## config.mk

```make
export PLATFORM = sky130hd
export DESIGN_NAME = serial_add_sequencer_flat
export DESIGN_NICKNAME = d
export VERILOG_FILES = /design/src/rtl/serial_add_sequencer_if.sv /design/src/rtl/serial_add_sequencer.sv /design/src/flat_wrapper.sv
export SDC_FILE = /design/constraint.sdc
export NUM_CORES = 1
export LEC_CHECK = 0
export BUFFER_PORTS_ARGS = -buffer_cell sky130_fd_sc_hd__buf_2
export CAP_MARGIN = 20
export CORE_MARGIN = 5
export CORE_UTILIZATION = 45
export DETAILED_ROUTE_END_ITERATION = 7
export PLACE_DENSITY = 0.78
export SLEW_MARGIN = 5
export SYNTH_ARGS = -nofsm -noshare
export SYNTH_HDL_FRONTEND = slang
export SYNTH_SLANG_ARGS = --single-unit
```

## constraint.sdc

```tcl
create_clock -name clk -period 1.06 [get_ports clk]
set_input_delay 0.053 -clock clk [delete_from_list [all_inputs] [get_ports clk]]
set_output_delay 0.053 -clock clk [all_outputs]
set_load 0.02 [all_outputs]
```

## src/rtl/serial_add_sequencer_if.sv

```systemverilog
// ============================================================================
// Module      : serial_add_sequencer_if
// Description : Bundle of the operand handshake, full-adder link and result
//               handshake used by serial_add_sequencer.
//               slave  modport : the sequencer itself
//               master modport : the surrounding environment (operand source,
//                                external full adder, result consumer)
// Ports       : in_valid/in_ready/op_a/op_b/carry_in   operand handshake
//               fa_a/fa_b/fa_cin/fa_sum/fa_cout        full adder link
//               out_valid/out_ready/result/carry_out   result handshake
// Revision    : 1.0 - initial release
// ============================================================================
`default_nettype none

interface serial_add_sequencer_if #(
  parameter int WIDTH = 8
);
  logic             in_valid;
  logic             in_ready;
  logic [WIDTH-1:0] op_a;
  logic [WIDTH-1:0] op_b;
  logic             carry_in;
  logic             fa_a;
  logic             fa_b;
  logic             fa_cin;
  logic             fa_sum;
  logic             fa_cout;
  logic             out_valid;
  logic             out_ready;
  logic [WIDTH-1:0] result;
  logic             carry_out;

  modport slave (
    input  in_valid, op_a, op_b, carry_in, fa_sum, fa_cout, out_ready,
    output in_ready, fa_a, fa_b, fa_cin, out_valid, result, carry_out
  );

  modport master (
    output in_valid, op_a, op_b, carry_in, fa_sum, fa_cout, out_ready,
    input  in_ready, fa_a, fa_b, fa_cin, out_valid, result, carry_out
  );
endinterface

`default_nettype wire

```

## src/rtl/serial_add_sequencer.sv

```systemverilog
// ============================================================================
// Module      : serial_add_sequencer
// Description : Bit-serial adder controller around an external 1-bit full
//               adder. Operands are accepted on a valid/ready handshake, fed
//               LSB first one bit per cycle, and the WIDTH-bit sum plus final
//               carry is offered on an output valid/ready handshake.
// Ports       : clk  - clock, rising edge
//               rst  - synchronous active-high reset
//               bus  - serial_add_sequencer_if.slave (operand handshake,
//                      full adder link, result handshake)
// Revision    : 1.0 - initial release
// ============================================================================
`default_nettype none

module serial_add_sequencer #(
  parameter int WIDTH = 8
) (
  input  wire logic               clk,
  input  wire logic               rst,
  serial_add_sequencer_if.slave   bus
);

  localparam int             CW   = (WIDTH > 1) ? $clog2(WIDTH) : 1;
  localparam logic [CW-1:0]  LAST = CW'(WIDTH - 1);

  typedef enum logic [1:0] {
    S_IDLE = 2'd0,
    S_BUSY = 2'd1,
    S_DONE = 2'd2
  } state_t;

  state_t           state_q,     state_d;
  logic [WIDTH-1:0] shift_a_q,   shift_a_d;
  logic [WIDTH-1:0] shift_b_q,   shift_b_d;
  logic [WIDTH-1:0] result_q,    result_d;
  logic             carry_q,     carry_d;
  logic             carry_out_q, carry_out_d;
  logic [CW-1:0]    count_q,     count_d;

  logic             in_ready;
  logic             out_valid;
  logic             fa_a;
  logic             fa_b;
  logic             fa_cin;

  always_comb begin
    state_d     = state_q;
    shift_a_d   = shift_a_q;
    shift_b_d   = shift_b_q;
    result_d    = result_q;
    carry_d     = carry_q;
    carry_out_d = carry_out_q;
    count_d     = count_q;
    in_ready    = 1'b0;
    out_valid   = 1'b0;
    fa_a        = 1'b0;
    fa_b        = 1'b0;
    fa_cin      = 1'b0;

    case (state_q)
      S_IDLE: begin
        // Held low during reset so no operand is taken on the reset edge.
        in_ready = ~rst;
        if (bus.in_valid && in_ready) begin
          state_d   = S_BUSY;
          shift_a_d = bus.op_a;
          shift_b_d = bus.op_b;
          carry_d   = bus.carry_in;
          count_d   = '0;
          result_d  = '0;
        end
      end

      S_BUSY: begin
        fa_a      = shift_a_q[0];
        fa_b      = shift_b_q[0];
        fa_cin    = carry_q;
        // Sum bits enter at the top so that after WIDTH shifts the first
        // computed bit has arrived at bit 0.
        result_d  = {bus.fa_sum, result_q[WIDTH-1:1]};
        carry_d   = bus.fa_cout;
        shift_a_d = {1'b0, shift_a_q[WIDTH-1:1]};
        shift_b_d = {1'b0, shift_b_q[WIDTH-1:1]};
        count_d   = count_q + CW'(1);
        if (count_q == LAST) begin
          state_d = S_DONE;
          // Separate from carry_q so the final carry survives the next
          // accept, which reloads carry_q with the new carry_in.
          carry_out_d = bus.fa_cout;
        end
      end

      S_DONE: begin
        out_valid = 1'b1;
        if (bus.out_ready) begin
          state_d = S_IDLE;
        end
      end

      default: begin
        state_d = S_IDLE;
      end
    endcase
  end

  always_ff @(posedge clk) begin
    if (rst) begin
      state_q     <= S_IDLE;
      shift_a_q   <= '0;
      shift_b_q   <= '0;
      result_q    <= '0;
      carry_q     <= 1'b0;
      carry_out_q <= 1'b0;
      count_q     <= '0;
    end else begin
      state_q     <= state_d;
      shift_a_q   <= shift_a_d;
      shift_b_q   <= shift_b_d;
      result_q    <= result_d;
      carry_q     <= carry_d;
      carry_out_q <= carry_out_d;
      count_q     <= count_d;
    end
  end

  assign bus.in_ready  = in_ready;
  assign bus.out_valid = out_valid;
  assign bus.fa_a      = fa_a;
  assign bus.fa_b      = fa_b;
  assign bus.fa_cin    = fa_cin;
  assign bus.result    = result_q;
  assign bus.carry_out = carry_out_q;

endmodule

`default_nettype wire
```

## src/flat_wrapper.sv

```systemverilog
// flat-port wrapper written by rule: the top's interface ports become plain ports
module serial_add_sequencer_flat 
#(
  parameter int WIDTH = 8
)
  (clk, rst, bus_in_valid, bus_op_a, bus_op_b, bus_carry_in, bus_fa_sum, bus_fa_cout, bus_out_ready, bus_in_ready, bus_fa_a, bus_fa_b, bus_fa_cin, bus_out_valid, bus_result, bus_carry_out);
  serial_add_sequencer_if #(.WIDTH(WIDTH)) bus_i ();
  input  wire logic clk;
  input  wire logic rst;
  input wire logic [$bits(bus_i.in_valid)-1:0] bus_in_valid;
  input wire logic [$bits(bus_i.op_a)-1:0] bus_op_a;
  input wire logic [$bits(bus_i.op_b)-1:0] bus_op_b;
  input wire logic [$bits(bus_i.carry_in)-1:0] bus_carry_in;
  input wire logic [$bits(bus_i.fa_sum)-1:0] bus_fa_sum;
  input wire logic [$bits(bus_i.fa_cout)-1:0] bus_fa_cout;
  input wire logic [$bits(bus_i.out_ready)-1:0] bus_out_ready;
  output wire logic [$bits(bus_i.in_ready)-1:0] bus_in_ready;
  output wire logic [$bits(bus_i.fa_a)-1:0] bus_fa_a;
  output wire logic [$bits(bus_i.fa_b)-1:0] bus_fa_b;
  output wire logic [$bits(bus_i.fa_cin)-1:0] bus_fa_cin;
  output wire logic [$bits(bus_i.out_valid)-1:0] bus_out_valid;
  output wire logic [$bits(bus_i.result)-1:0] bus_result;
  output wire logic [$bits(bus_i.carry_out)-1:0] bus_carry_out;
  assign bus_i.in_valid = bus_in_valid;
  assign bus_i.op_a = bus_op_a;
  assign bus_i.op_b = bus_op_b;
  assign bus_i.carry_in = bus_carry_in;
  assign bus_i.fa_sum = bus_fa_sum;
  assign bus_i.fa_cout = bus_fa_cout;
  assign bus_i.out_ready = bus_out_ready;
  assign bus_in_ready = bus_i.in_ready;
  assign bus_fa_a = bus_i.fa_a;
  assign bus_fa_b = bus_i.fa_b;
  assign bus_fa_cin = bus_i.fa_cin;
  assign bus_out_valid = bus_i.out_valid;
  assign bus_result = bus_i.result;
  assign bus_carry_out = bus_i.carry_out;
  serial_add_sequencer #(.WIDTH(WIDTH)) u_core (.clk(clk), .rst(rst), .bus(bus_i));
endmodule
```

==> metrics.csv, run 1 <==
stage;metric;value;unit
synthesis;Post-Syn Instances;136;
clock_tree;clk sinks;31;
sta;fin. max-slew vios;0;
setup_path;required time worst endpoint;1.01;ns
synthesis;XOR/XNOR Fraction of Synth Area;0;
global_route;antenna violations before repair;0;
sta;Worst slew margin;0.640;
finish;P&R area growth vs syn;66.0;%
placement;Cells after DPL;198;
synthesis;sequential share of the synthesized area;0.464;
route;WL/cell;16.5;um
sta;count of final hold-check violations;0;
global_route;vias in the first global route;1353;
die;Std-Cell Rows;19;
sta;fin crit period;1.31;ns
global_route;pin count of the biggest net entering global routing;23;
synthesis;post-synthesis adder-cell area fraction;0.0187;
global_route;Congestion Overflow GR;0;
synthesis;post-synth cell types;25;
die;Core ar.;2810;sq um
clock_tree;TritonCTS clock tree;built;
clock_tree;clock transition at the registers of the reported paths;0.10;ns
sta;Final setup viols;34;
synthesis;mux contribution to synthesized area;0.00748;
setup_path;CP endpoint kind;primary output;
sta;Min Hold Slack;0.122;ns
run_status;outcome;finished, violations left;
synthesis;Simple-Gate Fraction of Synth Area;0.125;
sta;RSZ-0062 raised after global routing;yes;
setup_path;crit path max fanout;7;
run;Max-cap violations;0;
die;IO Count;37;
synthesis;Yosys reg bits;31;
route;DR vias;1330;
sta;fmax;765;MHz
setup_path;CP max stage delay;0.37;ns
placement;# port buffers;36;
route;post-route ant nets;0;
route;WL met2;2030;um
pwr;Leakage;0.919;nW
global_route;first-pass GRT wire length;6260;um
route;residual DRC count;0;
die;die area;4160;sq um
die;die height;64.5;um
clock_tree;H-tree Lvls;2;
placement;GPL Wtd Cong;0.749;
setup_path;worst path bufs/invs;2;
setup_path;top cell family by delay on the critical path;flip-flops;
setup_path;critical path's slowest cell;dfxtp_4;
global_route;Total GRT Usage;0.191;
placement;Post-DP Area;1570;sq um
run_status;failing checks;setup timing;
route;Total Wirelength;3930;um
pwr;pwr/cell area;1200;nW/um^2
finish;fin area;2220;sq um
synthesis;Synth Net Count;161;
clock_tree;clk_lat worst skew;0.33;ns
route;Top Metal Used;met4;
synthesis;Mean Syn Cell Area;9.83;sq um
route;metal3 WL;218;um
die;Initial Utilization;0.477;
sta;Setup Skew;0.00639;ns
sta;final worst-path cycle share;1.23;
clock_tree;Max clock buf depth;2;
route;post-DR vias/cell;5.56;
die;chip width;64.5;um
pwr;worst vdd ir;0.000732;V
route;routed length on met1;1630;um
sta;worst slew pin tran;0.540;ns
setup_path;Setup CP Type;reg2out;
setup_path;Arr. time, crit path;1.25;ns
clock_tree;Clock Root Buffer;clkbuf_4;
synthesis;YS warnings;0;
finish;ANT cells;0;
sta;Final WS setup;-0.248;ns
synthesis;largest family of logic cells by synthesized area;compound AO/OA/AOI/OAI gates;
clock_tree;total CTS buffers;5;
finish;final cell count without fillers;239;
placement;post-DP HPWL;2080;um
route;DR pass1 iterations;4;
finish;most common cell after layout, fill and taps aside;buf_2;
pwr;total chip power;2.66;mW
finish;nets@finish;232;
finish;layout cells sized above 1;0.567;
setup_path;crit path cell chain;nor2b_4 -> buf_12 -> and2_4 -> buf_6;
synthesis;mapped cell area;1340;sq um
finish;most frequent cells in the layout;buf_2 (31), dfxtp_1 (27), dlygate4sd3_1 (20);
hold_path;Hold WC Path Type;in2reg;
synthesis;Synth Area in Compound Gates;0.272;
route;drt initial violations;88;
setup_path;Worst setup SP type;flip-flop;
finish;Core Util, Final;0.792;
## power breakdown
group	switching, mW	leakage [nW]	internal (mW)	total [mW]
registers	0.0509	0.257	1.23	1.28
clock network	0.426	0.0375	0.387	0.814
logic	0.260	0.625	0.306	0.566
total	0.738	0.919	1.92	2.66
## cell type report
type	instances	area [sq um]
sequential	31	631
clock buffer	7	65.1
clock inverter	1	7.51
multi-input combinational	79	815
timing repair buffer	74	604
tap	31	38.8
inverter	16	60.1
fill	176	584
## sequential cells by signal (all words and copies together), names as in the netlist
register and flops:
u_core.bus.result 8, u_core.count_q 3, u_core.shift_b_q 8, u_core.shift_a_q 8, u_core.bus.carry_out 1, u_core.state_q 2, u_core.carry_q 1
## worst min-delay path, stage by stage
cell	delay (ns)
buf_2	0.18
mux2i_1	0.14
nor3_1	0.05
## through the flow
step | setup slack (ns) | TNS (ns)
finish | -0.248 | -4.52
CTS | -0.213 | -3.68
global route | -0.289 | -5.58
detailed placement | -0.178 | -4.49
global placement | -0.121 | -2.97
floorplan | -0.0375 | -0.321
## synth_stat cells
cell type	number	area, sq um
a211oi_2	1	12.5
a21oi_1	17	85.1
a22oi_1	12	90.1
and2_1	3	18.8
buf_4	3	22.5
buf_6	5	56.3
clkbuf_1	3	11.3
dfxtp_1	31	621
ha_1	2	25.0
inv_1	16	60.1
mux2i_1	1	10.0
nand2_1	1	3.75
nand2_2	1	6.26
nand2b_1	1	6.26
nand3_1	1	5.00
nand3b_1	1	7.51
nor2_1	13	48.8
nor2_4	3	33.8
nor2b_1	1	6.26
nor2b_4	1	13.8
nor3_1	2	10.0
nor3b_1	1	7.51
o21bai_1	1	7.51
o221a_1	2	22.5
o221a_2	13	146
## per-layer routing
| metal | vias up | track usage |
|---|---|---|
| met1 | 646 | 0.214 |
| met4 | 0 | 0.0923 |
| met3 | 7 | 0.0535 |
| met2 | 50 | 0.335 |
| met5 | - | 0 |
| li1 | 627 | - |
## logic make-up after synthesis
logic type,after synthesis
compound gates,46
flops,31
simple gates,29
buf+inv,27
fa+ha+maj,2
mux,1
## what timing repair did
| item | 4_1_cts | 5_1_grt |
|---|---|---|
| hold buffers | 19 | 1 |
| endpoints found under the hold margin | 19 | 1 |
| setup endpoints to repair | 36 | 36 |
| setup buffers | 10 | 1 |
| gates resized for setup | 47 | 14 |
| gates cloned | 2 | 0 |
| pin swaps | 8 | 8 |
## worst paths after layout
| check | startpoint | to | slack (ns) | cells after the start |
|---|---|---|---|---|
| worst min register to register | u_core.bus.carry_out | u_core.bus.carry_out | 0.49 | 2 |
| worst max-delay path | u_core.state_q[0] | bus_fa_b | -0.25 | 4 |
| worst max register to register | u_core.state_q[0] | u_core.shift_b_q[3] | -0.21 | 6 |
| worst min-delay path | bus_in_valid | u_core.state_q[0] | 0.12 | 3 |
Power figures use the tool's default switching activity.
==> inputs of run 2 (changes only) <==
--- a/config.mk
+++ b/config.mk
@@ -7,10 +7,11 @@
 export LEC_CHECK = 0
 export BUFFER_PORTS_ARGS = -buffer_cell sky130_fd_sc_hd__buf_2
 export CAP_MARGIN = 20
-export CORE_MARGIN = 5
+export CORE_MARGIN = 4
 export CORE_UTILIZATION = 45
 export DETAILED_ROUTE_END_ITERATION = 7
 export PLACE_DENSITY = 0.78
+export RECOVER_POWER = 50
 export SLEW_MARGIN = 5
 export SYNTH_ARGS = -nofsm -noshare
 export SYNTH_HDL_FRONTEND = slang
==> metrics.csv, run 2 (synthesis gave the netlist of run 1 again) <==
stage;metric;value;unit;change
run_status;outcome;finished, violations left;;
run_status;failing checks;setup timing;;
placement;Cells after DPL;196;;-1.0%
clock_tree;clock transition at the registers of the reported paths;0.10;ns;about the same
clock_tree;H-tree Lvls;2;;unchanged
global_route;Total GRT Usage;0.211;;+0.0193
sta;fin. max-slew vios;0;;unchanged
sta;final worst-path cycle share;1.15;;-0.0835
finish;multi-input logic area;845;sq um;+3.7%
die;IO Count;37;;unchanged
route;post-route ant nets;0;;unchanged
die;die height;62.5;um;-3.1%
die;die area;3910;sq um;-6.1%
route;WL/cell;17.6;um;+6.9%
clock_tree;total CTS buffers;5;;unchanged
pwr;Leakage;0.889;nW;-3.3%
sta;fin crit period;1.22;ns;-0.0886 ns
setup_path;CP endpoint kind;primary output;;
sta;Setup Skew;0.00389;ns;-0.00250 ns
sta;RSZ-0062 raised after global routing;yes;;
finish;layout cells sized above 1;0.553;;-0.0145
sta;worst slew pin tran;0.436;ns;-0.104 ns
clock_tree;Clock Root Buffer;clkbuf_4;;
setup_path;Reg2Reg Depth;4;;-2
route;drt initial violations;54;;-39%
run;Max-cap violations;0;;unchanged
sta;count of final hold-check violations;0;;unchanged
finish;P&R area growth vs syn;60.8;%;
clock_tree;clk sinks;31;;unchanged
die;Core ar.;2810;sq um;unchanged
route;DR vias;1296;;-2.6%
pwr;worst vdd ir;0.000951;V;+30%
die;chip width;62.5;um;-3.1%
global_route;antenna violations before repair;0;;unchanged
route;residual DRC count;0;;unchanged
sta;Final TNS setup;-3.84;ns;+0.675 ns
pwr;pwr/cell area;1160;nW/um^2;-3.3%
setup_path;Worst setup SP type;flip-flop;;
sta;Final WS setup;-0.159;ns;+0.0886 ns
die;Initial Utilization;0.477;;unchanged
finish;final cell count without fillers;230;;-3.8%
setup_path;R2R setup slack;-0.15;ns;+0.06 ns
hold_path;hold path depth;2;;-1
setup_path;worst r2r src;u_core.state_q[1];;
finish;most frequent cells in the layout;buf_2 (27), dfxtp_1 (27), inv_1 (16);;
setup_path;required time worst endpoint;1.01;ns;about the same
finish;ANT cells;0;;unchanged
global_route;vias in the first global route;1389;;+2.7%
die;Std-Cell Rows;19;;unchanged
placement;GPL Wtd Cong;0.683;;-8.8%
setup_path;worst setup path endpoint;bus_fa_b;;
pwr;total chip power;2.49;mW;-6.4%
finish;nets@finish;223;;-3.9%
route;post-DR vias/cell;5.63;;+1.3%
placement;# port buffers;36;;unchanged
finish;Storage cell area;628;sq um;-0.40%
global_route;first-pass GRT wire length;6560;um;+4.8%
clock_tree;TritonCTS clock tree;built;;
route;Total Wirelength;4050;um;+2.9%
global_route;pin count of the biggest net entering global routing;21;;-8.7%
route;DR pass1 iterations;4;;unchanged
sta;fmax;820;MHz;+7.3%
sta;Worst slew margin;0.710;;+0.0694
setup_path;Arr. time, crit path;1.17;ns;-0.08 ns
setup_path;Critical Path Source;u_core.state_q[0];;
clock_tree;clk_lat worst skew;0.32;ns;about the same
sta;Final setup viols;35;;+2.9%
placement;post-DP HPWL;2050;um;-1.7%
setup_path;crit path max fanout;5;;-2
setup_path;FF-to-FF End;u_core.shift_a_q[4];;
global_route;Congestion Overflow GR;0;;unchanged
hold_path;Hold WC Path Type;in2reg;;
finish;Fillers;177;;+0.57%
clock_tree;Max clock buf depth;2;;unchanged
setup_path;Setup CP Type;reg2out;;
run 2: changes by cell type in the layout (fill, tap and decap cells not counted), sizes merged:
cell and change:
dlygate4sd3 -13, clkbuf +4, clkinv +1, clkinvlp -1, nand2 -1, nor2b +1
run 2: power breakdown:
group | internal [mW] | switching, mW | total (mW) | leakage (nW)
Clock | 0.258 | 0.386 | 0.644 | 0.0293
Combinational | 0.299 | 0.263 | 0.563 | 0.604
Sequential | 1.23 | 0.0542 | 1.29 | 0.256
Total | 1.79 | 0.703 | 2.49 | 0.889
run 2: how the worst min path moves through the flow:
stage | end | slack [ns] | startpoint
5_1_grt | u_core.shift_a_q[1] | -0.0009 | bus_op_a[1]
3_5_place_dp | u_core.shift_b_q[7] | 0.32 | bus_op_b[7]
6_report | u_core.shift_a_q[1] | 0.02 | bus_op_a[1]
4_1_cts | u_core.shift_b_q[1] | 0.003 | bus_op_b[1]
3_3_place_gp | u_core.shift_b_q[7] | 0.30 | bus_op_b[7]
2_1_floorplan | u_core.bus.carry_out | 0.20 | bus_fa_cout
run 2: stage by stage:
step / util / worst slack, ns / instance area [sq um] / hold WS (ns)
after floorplan: - / -0.0375 / 1370 / 0.201
after global placement: 0.549 / -0.269 / 1540 / 0.303
after detailed placement: 0.549 / -0.335 / 1540 / 0.324
after CTS: 0.746 / -0.176 / 2090 / 0.00300
after global routing: 0.767 / -0.228 / 2150 / -0.000888
final: 0.767 / -0.159 / 2150 / 0.0195
run 2: critical path, stage by stage (launching register included):
cell and delay (ns):
dfxtp_2 0.36, nor2b_4 0.20, and2_4 0.17, buf_6 0.11
run 2: area by class of cell:
class | count | area share
multi-input combinational | 79 | 0.393
sequential | 31 | 0.292
timing repair buffer | 65 | 0.246
inverter | 16 | 0.0279
clock buffer | 7 | 0.0209
tap | 31 | 0.0180
clock inverter | 1 | 0.00233
run 2: what timing repair did:
| action | CTS | global route |
|---|---|---|
| hold buffers | 6 | 1 |
| pin swaps | 20 | 5 |
| resized for setup | 51 | 11 |
| setup endpoints to repair | 34 | 36 |
| buffers inserted | 14 | 3 |
| gates cloned | 3 | 0 |
| hold endpoints to repair | 6 | 1 |
run 2: routing by layer:
layer / GRT usage / wire, um
met1: 0.235 / 1580
met2: 0.370 / 2100
met3: 0.0540 / 263
met4: 0.102 / 99
met5: 0 / 0
==> inputs of run 3 (changes only) <==
--- a/config.mk
+++ b/config.mk
@@ -8,9 +8,9 @@
 export BUFFER_PORTS_ARGS = -buffer_cell sky130_fd_sc_hd__buf_2
 export CAP_MARGIN = 20
 export CORE_MARGIN = 4
-export CORE_UTILIZATION = 45
+export CORE_UTILIZATION = 40
 export DETAILED_ROUTE_END_ITERATION = 7
-export PLACE_DENSITY = 0.78
+export PLACE_DENSITY = 0.71
 export RECOVER_POWER = 50
 export SLEW_MARGIN = 5
 export SYNTH_ARGS = -nofsm -noshare
==> metrics.csv, run 3 (synthesis gave the netlist of run 1 again) <==
stage;metric;value;unit;change
route;WL/cell;14.9;um;-15%
die;IO Count;37;;unchanged
placement;worst slack, placed;-0.179;ns;+0.155 ns
sta;Worst slew margin;0.687;;-0.0228
clock_tree;clk sinks;31;;unchanged
finish;Fillers;214;;+21%
setup_path;crit path max fanout;3;;-2
hold_path;Hold WC Path Type;in2reg;;
global_route;met3 Resource Use GR;0.0527;;-0.00124
route;residual DRC count;0;;unchanged
setup_path;Arr. time, crit path;1.24;ns;+0.07 ns
setup_path;crit path cell chain;nor2b_4 -> buf_6 -> and2_4 -> buf_6;;
route;post-DR vias/cell;5.02;;-11%
hold_path;critical hold path startpoint;bus_op_b[2];;
route;drt initial violations;29;;-46%
die;die area;4330;sq um;+11%
setup_path;Setup CP Type;reg2out;;
global_route;pin count of the biggest net entering global routing;22;;+4.8%
global_route;M1 GR Usage;0.217;;-0.0181
setup_path;FF-to-FF End;u_core.shift_a_q[5];;
global_route;vias in the first global route;1283;;-7.6%
global_route;met2 Usage GRT;0.290;;-0.0798
sta;Final TNS setup;-3.88;ns;-0.0400 ns
clock_tree;Max clock buf depth;2;;unchanged
global_route;antenna violations before repair;0;;unchanged
sta;RSZ-0062 raised after global routing;yes;;
pwr;pwr/cell area;1130;nW/um^2;-2.6%
die;chip width;65.8;um;+5.3%
sta;count of final hold-check violations;0;;unchanged
clock_tree;H-tree Lvls;2;;unchanged
finish;fin area;2230;sq um;+3.5%
sta;fin. max-slew vios;0;;unchanged
hold_path;worst hold path endpoint;u_core.shift_b_q[2];;
sta;Final setup viols;33;;-5.7%
route;DR pass1 iterations;4;;unchanged
clock_tree;clk_lat worst skew;0.32;ns;about the same
placement;post-DP HPWL;2050;um;+0.16%
finish;most frequent cells in the layout;buf_2 (27), dfxtp_1 (27), inv_1 (16);;
setup_path;Crit path top cell by count;buf_6;;
pwr;worst vdd ir;0.000813;V;-15%
sta;fmax;774;MHz;-5.6%
sta;worst slew pin tran;0.470;ns;+0.0341 ns
setup_path;worst r2r src;u_core.state_q[0];;
global_route;Congestion Overflow GR;0;;unchanged
global_route;GRT Max-Usage Layer;met2;;
finish;Core Util, Final;0.712;;-0.0551
setup_path;R2R setup slack;-0.19;ns;-0.04 ns
setup_path;top cell family by delay on the critical path;flip-flops;;
sta;fin crit period;1.29;ns;+0.0730 ns
run;Max-cap violations;0;;unchanged
setup_path;critical path's slowest cell;dfxtp_2;;
clock_tree;Clock Root Buffer;clkbuf_4;;
setup_path;Worst setup SP type;flip-flop;;
pwr;Leakage;0.917;nW;+3.1%
global_route;first-pass GRT wire length;5930;um;-9.7%
clock_tree;clock transition at the registers of the reported paths;0.09;ns;about the same
hold_path;hold path depth;2;;unchanged
setup_path;CP max stage delay;0.36;ns;about the same
die;Core ar.;3130;sq um;+12%
finish;ANT cells;0;;unchanged
finish;final cell count without fillers;250;;+8.7%
finish;layout cells sized above 1;0.544;;-0.00907
route;DR vias;1255;;-3.2%
die;Std-Cell Rows;20;;+1
route;post-route ant nets;0;;unchanged
placement;# port buffers;36;;unchanged
setup_path;required time worst endpoint;1.01;ns;about the same
global_route;Total GRT Usage;0.182;;-0.0285
clock_tree;total CTS buffers;5;;unchanged
sta;final worst-path cycle share;1.22;;+0.0689
die;Initial Utilization;0.428;;-0.0492
sta;Setup Skew;0.00151;ns;-0.00238 ns
setup_path;worst path bufs/invs;2;;+1
die;die height;65.8;um;+5.3%
setup_path;CP endpoint kind;primary output;;
route;Total Wirelength;3730;um;-7.8%
placement;Post-DP Area;1590;sq um;+3.5%
placement;Cells after DPL;214;;+9.2%
run_status;outcome;finished, violations left;;
clock_tree;TritonCTS clock tree;built;;
sta;Final WS setup;-0.232;ns;-0.0730 ns
setup_path;Reg2Reg Depth;5;;+1
placement;GPL Wtd Cong;0.733;;+7.4%
run_status;failing checks;setup timing;;
finish;nets@finish;230;;+3.1%
finish;P&R area growth vs syn;66.4;%;
==> run 3: timing repair <==
item / in CTS / in global routing
cloned: 3 / 0
pin swaps: 9 / 18
hold endpoints to repair: 14 / 1
endpoints found under the setup margin: 35 / 36
hold buffers: 14 / 1
gates resized for setup: 37 / 29
setup buffers: 11 / 1
==> run 3: per-stage QoR <==
stage          total power [mW]  hold slack [ns]
6_report                   2.51           0.0177
5_1_grt                    2.64          0.00662
4_1_cts                    2.45         0.000127
3_5_place_dp               1.64            0.316
3_3_place_gp               1.62            0.307
2_1_floorplan              1.53            0.201
==> run 3: how the worst max path moves through the flow <==
| stage | from | endpoint | slack [ns] | depth (start not counted) |
|---|---|---|---|---|
| 2_1_floorplan | u_core.state_q[1] | u_core.shift_a_q[2] | -0.04 | 5 |
| 4_1_cts | u_core.state_q[0] | bus_fa_cin | -0.23 | 4 |
| 3_3_place_gp | u_core.state_q[0] | u_core.shift_b_q[3] | -0.11 | 4 |
| 3_5_place_dp | u_core.state_q[0] | u_core.shift_a_q[1] | -0.18 | 4 |
| 6_report | u_core.state_q[0] | bus_fa_cin | -0.23 | 4 |
| 5_1_grt | u_core.state_q[0] | bus_fa_b | -0.29 | 4 |
==> run 3: final cells by class <==
type / instances / area (sq um) / area share
clock inverters: 1 / 5.00 / 0.00225
flip-flops and latches: 31 / 628 / 0.282
clock buffers: 7 / 45.0 / 0.0202
repair buffers: 72 / 598 / 0.269
inverters: 16 / 60.1 / 0.0270
well taps: 44 / 55.1 / 0.0247
multi-input cells: 79 / 835 / 0.375
==> run 3: metal layers <==
metal | share of wire | up-vias
met1 | 0.43 | 594
met4 | 0.021 | 0
li1 | - | 622
met2 | 0.50 | 30
met3 | 0.049 | 9
met5 | 0 | -
==> run 3: power by group <==
group | internal (mW) | switching [mW] | leakage, nW
combinational | 0.328 | 0.262 | 0.631
clock | 0.258 | 0.378 | 0.0293
sequential | 1.23 | 0.0533 | 0.256
